===== src/rtl/output_collector.sv =====
// Receive-side collector: writes streamed result words to the output buffer at
// linearly increasing addresses, grouping them into tiles and reporting job status.
module output_collector #(
    parameter int DATA_WIDTH  = 16,
    parameter int TILING_SIZE = 8,
    parameter int ADDR_WIDTH  = 16,
    parameter bit RELU_EN     = 1'b0
) (
    input  logic                  clk,
    input  logic                  rst,
    input  logic                  start,
    input  logic [15:0]           num_tiles,
    input  logic [ADDR_WIDTH-1:0] base_addr,
    input  logic                  in_valid,
    input  logic [DATA_WIDTH-1:0] in_data,
    output logic                  mem_we,
    output logic [ADDR_WIDTH-1:0] mem_addr,
    output logic [DATA_WIDTH-1:0] mem_wdata,
    output logic                  busy,
    output logic                  done,
    output logic [15:0]           tile_count,
    output logic                  overrun
);

    localparam int IDX_W = (TILING_SIZE > 1) ? $clog2(TILING_SIZE) : 1;
    localparam logic [IDX_W-1:0] LAST_IDX = IDX_W'(TILING_SIZE - 1);

    localparam logic [1:0] ST_IDLE = 2'd0;
    localparam logic [1:0] ST_RECV = 2'd1;
    localparam logic [1:0] ST_DONE = 2'd2;

    logic [1:0]            state_r;
    logic [1:0]            next_state_s;
    logic [15:0]           exp_tiles_r;
    logic [ADDR_WIDTH-1:0] addr_cnt_r;
    logic [IDX_W-1:0]      word_idx_r;
    logic                  start_ok_s;
    logic                  accept_s;
    logic                  tile_end_s;

    logic                  mem_we_r;
    logic [ADDR_WIDTH-1:0] mem_addr_r;
    logic [DATA_WIDTH-1:0] mem_wdata_r;
    logic                  busy_r;
    logic                  done_r;
    logic [15:0]           tile_count_r;
    logic                  overrun_r;

    // Negative words are clamped to zero when ReLU is enabled.
    function automatic logic [DATA_WIDTH-1:0] relu_clamp(input logic [DATA_WIDTH-1:0] d);
        if (RELU_EN && d[DATA_WIDTH-1]) begin
            return {DATA_WIDTH{1'b0}};
        end else begin
            return d;
        end
    endfunction

    // Next-state decode and per-cycle accept/tile-boundary qualifiers.
    always_comb begin
        next_state_s = state_r;
        start_ok_s   = 1'b0;
        accept_s     = 1'b0;
        tile_end_s   = 1'b0;
        case (state_r)
            ST_IDLE: begin
                if (start) begin
                    start_ok_s = 1'b1;
                    if (num_tiles != 16'd0) begin
                        next_state_s = ST_RECV;
                    end else begin
                        next_state_s = ST_DONE;
                    end
                end else begin
                    next_state_s = ST_IDLE;
                end
            end
            ST_RECV: begin
                if (in_valid) begin
                    accept_s = 1'b1;
                    if (word_idx_r == LAST_IDX) begin
                        tile_end_s = 1'b1;
                        if ((tile_count_r + 16'd1) == exp_tiles_r) begin
                            next_state_s = ST_DONE;
                        end else begin
                            next_state_s = ST_RECV;
                        end
                    end else begin
                        next_state_s = ST_RECV;
                    end
                end else begin
                    next_state_s = ST_RECV;
                end
            end
            ST_DONE: begin
                next_state_s = ST_IDLE;
            end
            default: begin
                next_state_s = ST_IDLE;
            end
        endcase
    end

    // State, counters and all registered outputs.
    always_ff @(posedge clk) begin
        if (rst) begin
            state_r      <= ST_IDLE;
            exp_tiles_r  <= 16'd0;
            addr_cnt_r   <= {ADDR_WIDTH{1'b0}};
            word_idx_r   <= {IDX_W{1'b0}};
            mem_we_r     <= 1'b0;
            mem_addr_r   <= {ADDR_WIDTH{1'b0}};
            mem_wdata_r  <= {DATA_WIDTH{1'b0}};
            busy_r       <= 1'b0;
            done_r       <= 1'b0;
            tile_count_r <= 16'd0;
            overrun_r    <= 1'b0;
        end else begin
            state_r  <= next_state_s;
            // busy stays up through the final write and drops together with done rising
            busy_r   <= (next_state_s == ST_RECV) || (state_r == ST_RECV);
            done_r   <= (state_r == ST_DONE);
            mem_we_r <= accept_s;
            if (start_ok_s) begin
                exp_tiles_r  <= num_tiles;
                addr_cnt_r   <= base_addr;
                word_idx_r   <= {IDX_W{1'b0}};
                tile_count_r <= 16'd0;
                overrun_r    <= in_valid;
            end else if (accept_s) begin
                mem_addr_r  <= addr_cnt_r;
                mem_wdata_r <= relu_clamp(in_data);
                addr_cnt_r  <= addr_cnt_r + ADDR_WIDTH'(1'b1);
                if (tile_end_s) begin
                    word_idx_r   <= {IDX_W{1'b0}};
                    tile_count_r <= tile_count_r + 16'd1;
                end else begin
                    word_idx_r <= word_idx_r + IDX_W'(1'b1);
                end
            end else if (in_valid && (state_r != ST_RECV)) begin
                overrun_r <= 1'b1;
            end
        end
    end

    assign mem_we     = mem_we_r;
    assign mem_addr   = mem_addr_r;
    assign mem_wdata  = mem_wdata_r;
    assign busy       = busy_r;
    assign done       = done_r;
    assign tile_count = tile_count_r;
    assign overrun    = overrun_r;

endmodule


===== config.mk =====
export PLATFORM = sky130hd
export DESIGN_NAME = output_collector
export DESIGN_NICKNAME = d
export VERILOG_FILES = /design/src/rtl/output_collector.sv
export SDC_FILE = /design/constraint.sdc
export NUM_CORES = 1
export LEC_CHECK = 0
export CAP_MARGIN = 20
export CORE_UTILIZATION = 29
export DETAILED_ROUTE_END_ITERATION = 10
export GPL_ROUTABILITY_DRIVEN = 0
export GPL_TIMING_DRIVEN = 0
export PLACE_DENSITY_LB_ADDON = 0.2
export SLEW_MARGIN = 20
export SYNTH_ARGS = -nofsm -noshare
export SYNTH_HDL_FRONTEND = slang
export SYNTH_SLANG_ARGS = --single-unit

===== constraint.sdc =====
create_clock -name clk -period 2.8 [get_ports clk]
set_input_delay 0.56 -clock clk [delete_from_list [all_inputs] [get_ports clk]]
set_output_delay 0.56 -clock clk [all_outputs]
set_load 0.01 [all_outputs]

# Yosys cells after proc, flatten, opt, wreduce, memory -nomap -nowiden
# Index checks and enable logic that the tools add are counted.
dict set report word_totals {
  ff_bits 89
  elab_cells 51
  out_inout_bits 52
  in_bits 52
}
dict set report classes {
  eq_ne 7
  bitwise 1
  n_reduce_logical 10
  add_sub_neg 3
  n_mux 19
}
# op count
set op_table {}
lappend op_table {{adder 16 x 1 -> 16 bit (second input constant)} 2}
lappend op_table {{two-way mux 16 bit} 2}
lappend op_table {{== test 16 bit} 1}
lappend op_table {{nonzero test 16 bit} 1}
lappend op_table {{two-way mux 1 bit} 10}
lappend op_table {{two-way mux 2 bit} 5}
lappend op_table {{AND reduction 2 bit} 3}
lappend op_table {{== test 2 x 1 -> 1 bit (second input constant)} 2}
lappend op_table {{one-hot mux 2 bit (2 select lines)} 1}
lappend op_table {{nonzero test 2 bit} 2}
lappend op_table {{adder 3 x 1 -> 3 bit (second input constant)} 1}
lappend op_table {{== test 3 bit (second input constant)} 1}
lappend op_table {{two-way mux 3 bit} 1}
lappend op_table {{== test 2 bit (second input constant)} 1}
lappend op_table {{logical NOT 2 bit} 1}
lappend op_table {{inequality test 2 x 1 -> 1 bit (second input constant)} 1}
lappend op_table {{inequality test 2 bit (second input constant)} 1}
lappend op_table {{OR reduction 2 bit} 1}
lappend op_table {{logical AND 1 bit} 1}
lappend op_table {{logical OR 1 bit} 1}
lappend op_table {{inverter 1 bit} 1}

# Depth between registers and ports, before layout
dict set report logic_depth {
  depth_word 8
  ltp_mapped 8
  mapped_depth_nobuf 8
}

# Least setup slack after synthesis
# Ideal clock, no wire load.
dict set report synth_timing {
  kind {register to register}
  from {register tile_count_r[0] (netlist: tile_count[0])}
  to {register state_r[1]}
  period_less_slack_ps 1968
  t_required_ps 2741
  setup_ps 59
  slack_ps 832
  path_stages_with_launch 8
  arrival_time_ps 1909
  path_buffers 1
  path_cell_list {dfxtp_1 -> ha_1 -> nand3_1 -> buf_2 -> xor2_1 -> or4_1 -> a21oi_1 -> a41o_1}
}
dict set report synth_via {
  elab_chain_cells 6
}
# item line_no
set synth_lines {}
lappend synth_lines {{start: declaration} 46} ;# logic [15:0] tile_count_r;
lappend synth_lines {{start signal: assignment} 135} ;# tile_count_r <= tile_count_r + 16'd1;
lappend synth_lines {{adder 16 x 1 -> 16 bit} 82} ;# if ((tile_count_r + 16'd1) == exp_tiles_r) begin
lappend synth_lines {{== test 16 bit} 82}
lappend synth_lines {{two-way mux 2 bit} 82}
lappend synth_lines {{two-way mux 2 bit} 80} ;# if (word_idx_r == LAST_IDX) begin
lappend synth_lines {{two-way mux 2 bit} 78} ;# if (in_valid) begin
lappend synth_lines {{one-hot mux 2 bit (2 select lines)} 64} ;# case (state_r)
lappend synth_lines {{end signal: assignment} 118} ;# state_r <= next_state_s;
lappend synth_lines {{end: declaration} 32} ;# logic [1:0] state_r;
# No other way between the ends.
# A chain may end at the register's enable or synchronous reset.

# Worst setup path in the final report
dict set report layout_timing {
  from {input in_valid}
  to {register addr_cnt_r[15]}
}
dict set report layout_via {
  elab_chain_cells 3
}
# item line_no
set layout_lines {}
lappend layout_lines {{start: declaration} 14} ;# input logic in_valid,
lappend layout_lines {{two-way mux 1 bit} 78}
lappend layout_lines {{two-way mux 1 bit} 64}
lappend layout_lines {{nonzero test 2 bit (no line)} -}
lappend layout_lines {{end signal: assignment} 108} ;# addr_cnt_r <= {ADDR_WIDTH{1'b0}};
lappend layout_lines {{end signal: assignment} 125} ;# addr_cnt_r <= base_addr;
lappend layout_lines {{end signal: assignment} 132} ;# addr_cnt_r <= addr_cnt_r + ADDR_WIDTH'(1'b1);
lappend layout_lines {{end: declaration} 35} ;# logic [ADDR_WIDTH-1:0] addr_cnt_r;
# No other way between the ends.

==> results.yml <==
outcome:
  status: "complete, no violations"
critical_path:
  cp.arrival_ps: 2650
  path_cells: "clkdlybuf4s50_1, nand3b_1, nor3_1, nand4_1, mux2_1, a21oi_1"
  required_ps: 3080
  cpMaxStageDelayCell: "clkdlybuf4s50_1"
  crit_type: "input pin to flop"
  worst-r2r-cell-count: 7
  crit_path_start_kind: "input pin"
  cp_top_family: "simple AND/OR/NAND/NOR gates"
  cp-end-kind: "flop"
  crit_cells: 6
  crit_buf_inv: 1
  critPathMaxStageDelay_ps: 600
  critPathMaxFanout: 4
cts:
  cts.clk_slew.worst_paths_ps: 70
  ctsResizeCount: 0
  htree_levels: 3
  hold_buffers: 0
  cts_setup_buffers: 0
  clockBufferDepth: 2
  tritoncts: "done"
  cts_buffers: 9
  cts.sinks: 89
  cts_root_buf: "clkbuf_16"
  clk-insertion-delay-late_ps: 350
flow_run:
  drv_cap: 0
drt:
  wl_per_cell_um: 14.90
  final_antenna_net_count: 0
  firstDrtPassIters: 4
  drc: 0
  first_iter_violations: 283
  vias: 3913
  wl_um: 12070
  viasPerCell: 4.831
timing:
  hold_viol_final: 0
  fin_crit_ps: 2366
  drv_slew: 0
  tightest_slew_ps: 626.5
  rsz0062_at_grt: "false"
  setup_violations: 0
  slew_headroom_pct: 58.23
  skew_ps: 11.98
  finalCritPeriodShare_pct: 84.50
  fmax_ghz: 0.4227
  setup_tns_ps: 0
power_and_ir_drop:
  p_comb_share_pct: 11.1
  pwr-share-seq_pct: 45.3
  intPower_mw: 2.285
  swShare_pct: 24.14
  p_leak_nw: 1.978
  p_switching_mw: 0.7269
  power_density_nw_per_um2: 536.0
  p_clk_share_pct: 43.7
  ir_drop_mv: 0.3824
yosys:
  synth_cell_types: 48
  syn-num-nets: 572
  synth_edf_count: 0
  synth-main-ff-cell: "dfxtp_1"
  syn_inst: 516
  synth_area_um2: 4056
  synth_area_leader_cell: "dfxtp_1"
  synth-seq-cells: 89
  avgSynthCellArea_um2: 7.861
  ys_warn_count: 0
  async_reset_ff_share_pct: 0
  synth.area.top_cells: "dfxtp_1 44%, nand2_1 11%, a21oi_1 7.9%"
  yosysSeqAreaShare_pct: 43.92
  yosysTopAreaCellShare_pct: 43.92
floorplanning:
  dieArea_um2: 14460
  ios: 104
  die_y_um: 120.3
  rows: 42
  core-area_um2: 13450
  die_x_um: 120.3
  start_util_pct: 30.15
layout:
  syn_to_final_growth_pct: 38.53
  drive_above_1_share_pct: 4.574
  fin_nets: 685
  final_core_util_pct: 41.77
  diodes: 0
  layout_commonest_cell: "nand2_1"
  most-common-layout-cells: "123 x nand2_1, 102 x clkdlybuf4s50_1, 89 x dfxtp_1, 64 x a21oi_1, 41 x nor2_1"
hold_path:
  min_path_cells: 2
  holdCritPathClass: "flop to flop"
grt:
  gr-total-overflow: 0
  antenna_found_initial: 0
  grt_pass1_vias: 3801
  grt_first_pass_wirelength_um: 19250
  grt_max_degree: 15
  grt_use_total_pct: 17.42
placement:
  place_hpwl_um: 8823
  portBuffers: 102
logic make-up (layout without fill, tap and decap cells):
kind of cell	after synthesis	count (layout)	synth area share [%]
adder cells (fa/ha/maj)	4	4	1.234
flip-flops	89	89	43.92
buffers and inverters	39	157	3.732
XOR/XNOR	38	38	8.205
multiplexers	2	2	0.5244
AO/OA/AOI/OAI	106	106	15.33
AND/OR/NAND/NOR	238	238	27.05
per-layer routing:
layer  share of wire [%]  track usage (%)  vias to the layer above
met5                   0                0                        -
met4                 1.7            7.407                        0
met3                 7.3            5.094                       14
met2                  45            27.19                      101
met1                  47            22.29                     1814
li1                    -                -                     1984
Yosys cell counts (4+ instances only):
library cell    n
nand2_1       123
dfxtp_1        89
a21oi_1        64
nor2_1         41
clkbuf_1       26
xor2_1         20
xnor2_1        18
nand3_1        16
nor3_1         16
o21ai_0        10
a211oi_1        9
inv_1           7
nand4_1         7
nor4_1          6
a31oi_1         5
nand2b_1        5
buf_2           4
ha_1            4
power groups by stage:
stage	sequential, mW	combinational (mW)	clock, mW
after global routing	1.37	0.370	1.40
after global placement	1.39	0.330	0
final	1.36	0.333	1.31
after detailed placement	1.39	0.335	0
after CTS	1.36	0.336	1.34
after floorplan	1.39	0.157	0
state kept, by name, summed over array words and instances (netlist names), 2 cells and up:
name         count
addr_cnt_r      16
exp_tiles_r     16
mem_wdata       16
tile_count      16
word_idx_r       3
state_r          2
mem_addr        16
worst paths after layout:
path	from	end	slack [ps]
hold reg to reg	mem_wdata[12]$_SDFFE_PP0P_	mem_wdata[12]$_SDFFE_PP0P_	460
setup / recovery	in_valid	addr_cnt_r[15]$_SDFFE_PP0P_	430
hold / removal	mem_wdata[12]$_SDFFE_PP0P_	mem_wdata[12]$_SDFFE_PP0P_	460
setup reg to reg	tile_count[0]$_SDFFE_PP0P_	state_r[1]$_SDFF_PP0_	450
final cells by class:
type	instances	area, µm²
buffer	32	125.1
tap	176	220.2
timing repair buffer	102	1021
clock inverter	5	78.83
multi-input combinational	388	2123
clock buffer	11	242.7
inverter	7	26.28
sequential	89	1782
fill	1409	7834
per-stage QoR:
step | instance area (µm²) | hold WS, ps | setup slack, ps | cells | power [mW]
global route | 5619 | 471.2 | 207.7 | 810 | 3.142
finish | 5619 | 457.8 | 434.1 | 810 | 3.012
floorplan | 4056 | 440.0 | 832.0 | 516 | 1.547
detailed placement | 5298 | 448.9 | 87.66 | 794 | 1.726
global placement | 5298 | 442.0 | 100.5 | 794 | 1.721
CTS | 5619 | 459.2 | 440.5 | 810 | 3.039
worst min-delay path: stages, from the launching register on:
cell     delay, ps
dfxtp_1        310
nand2_1         50
a21oi_1         50
(Power assumes the default switching activity.)
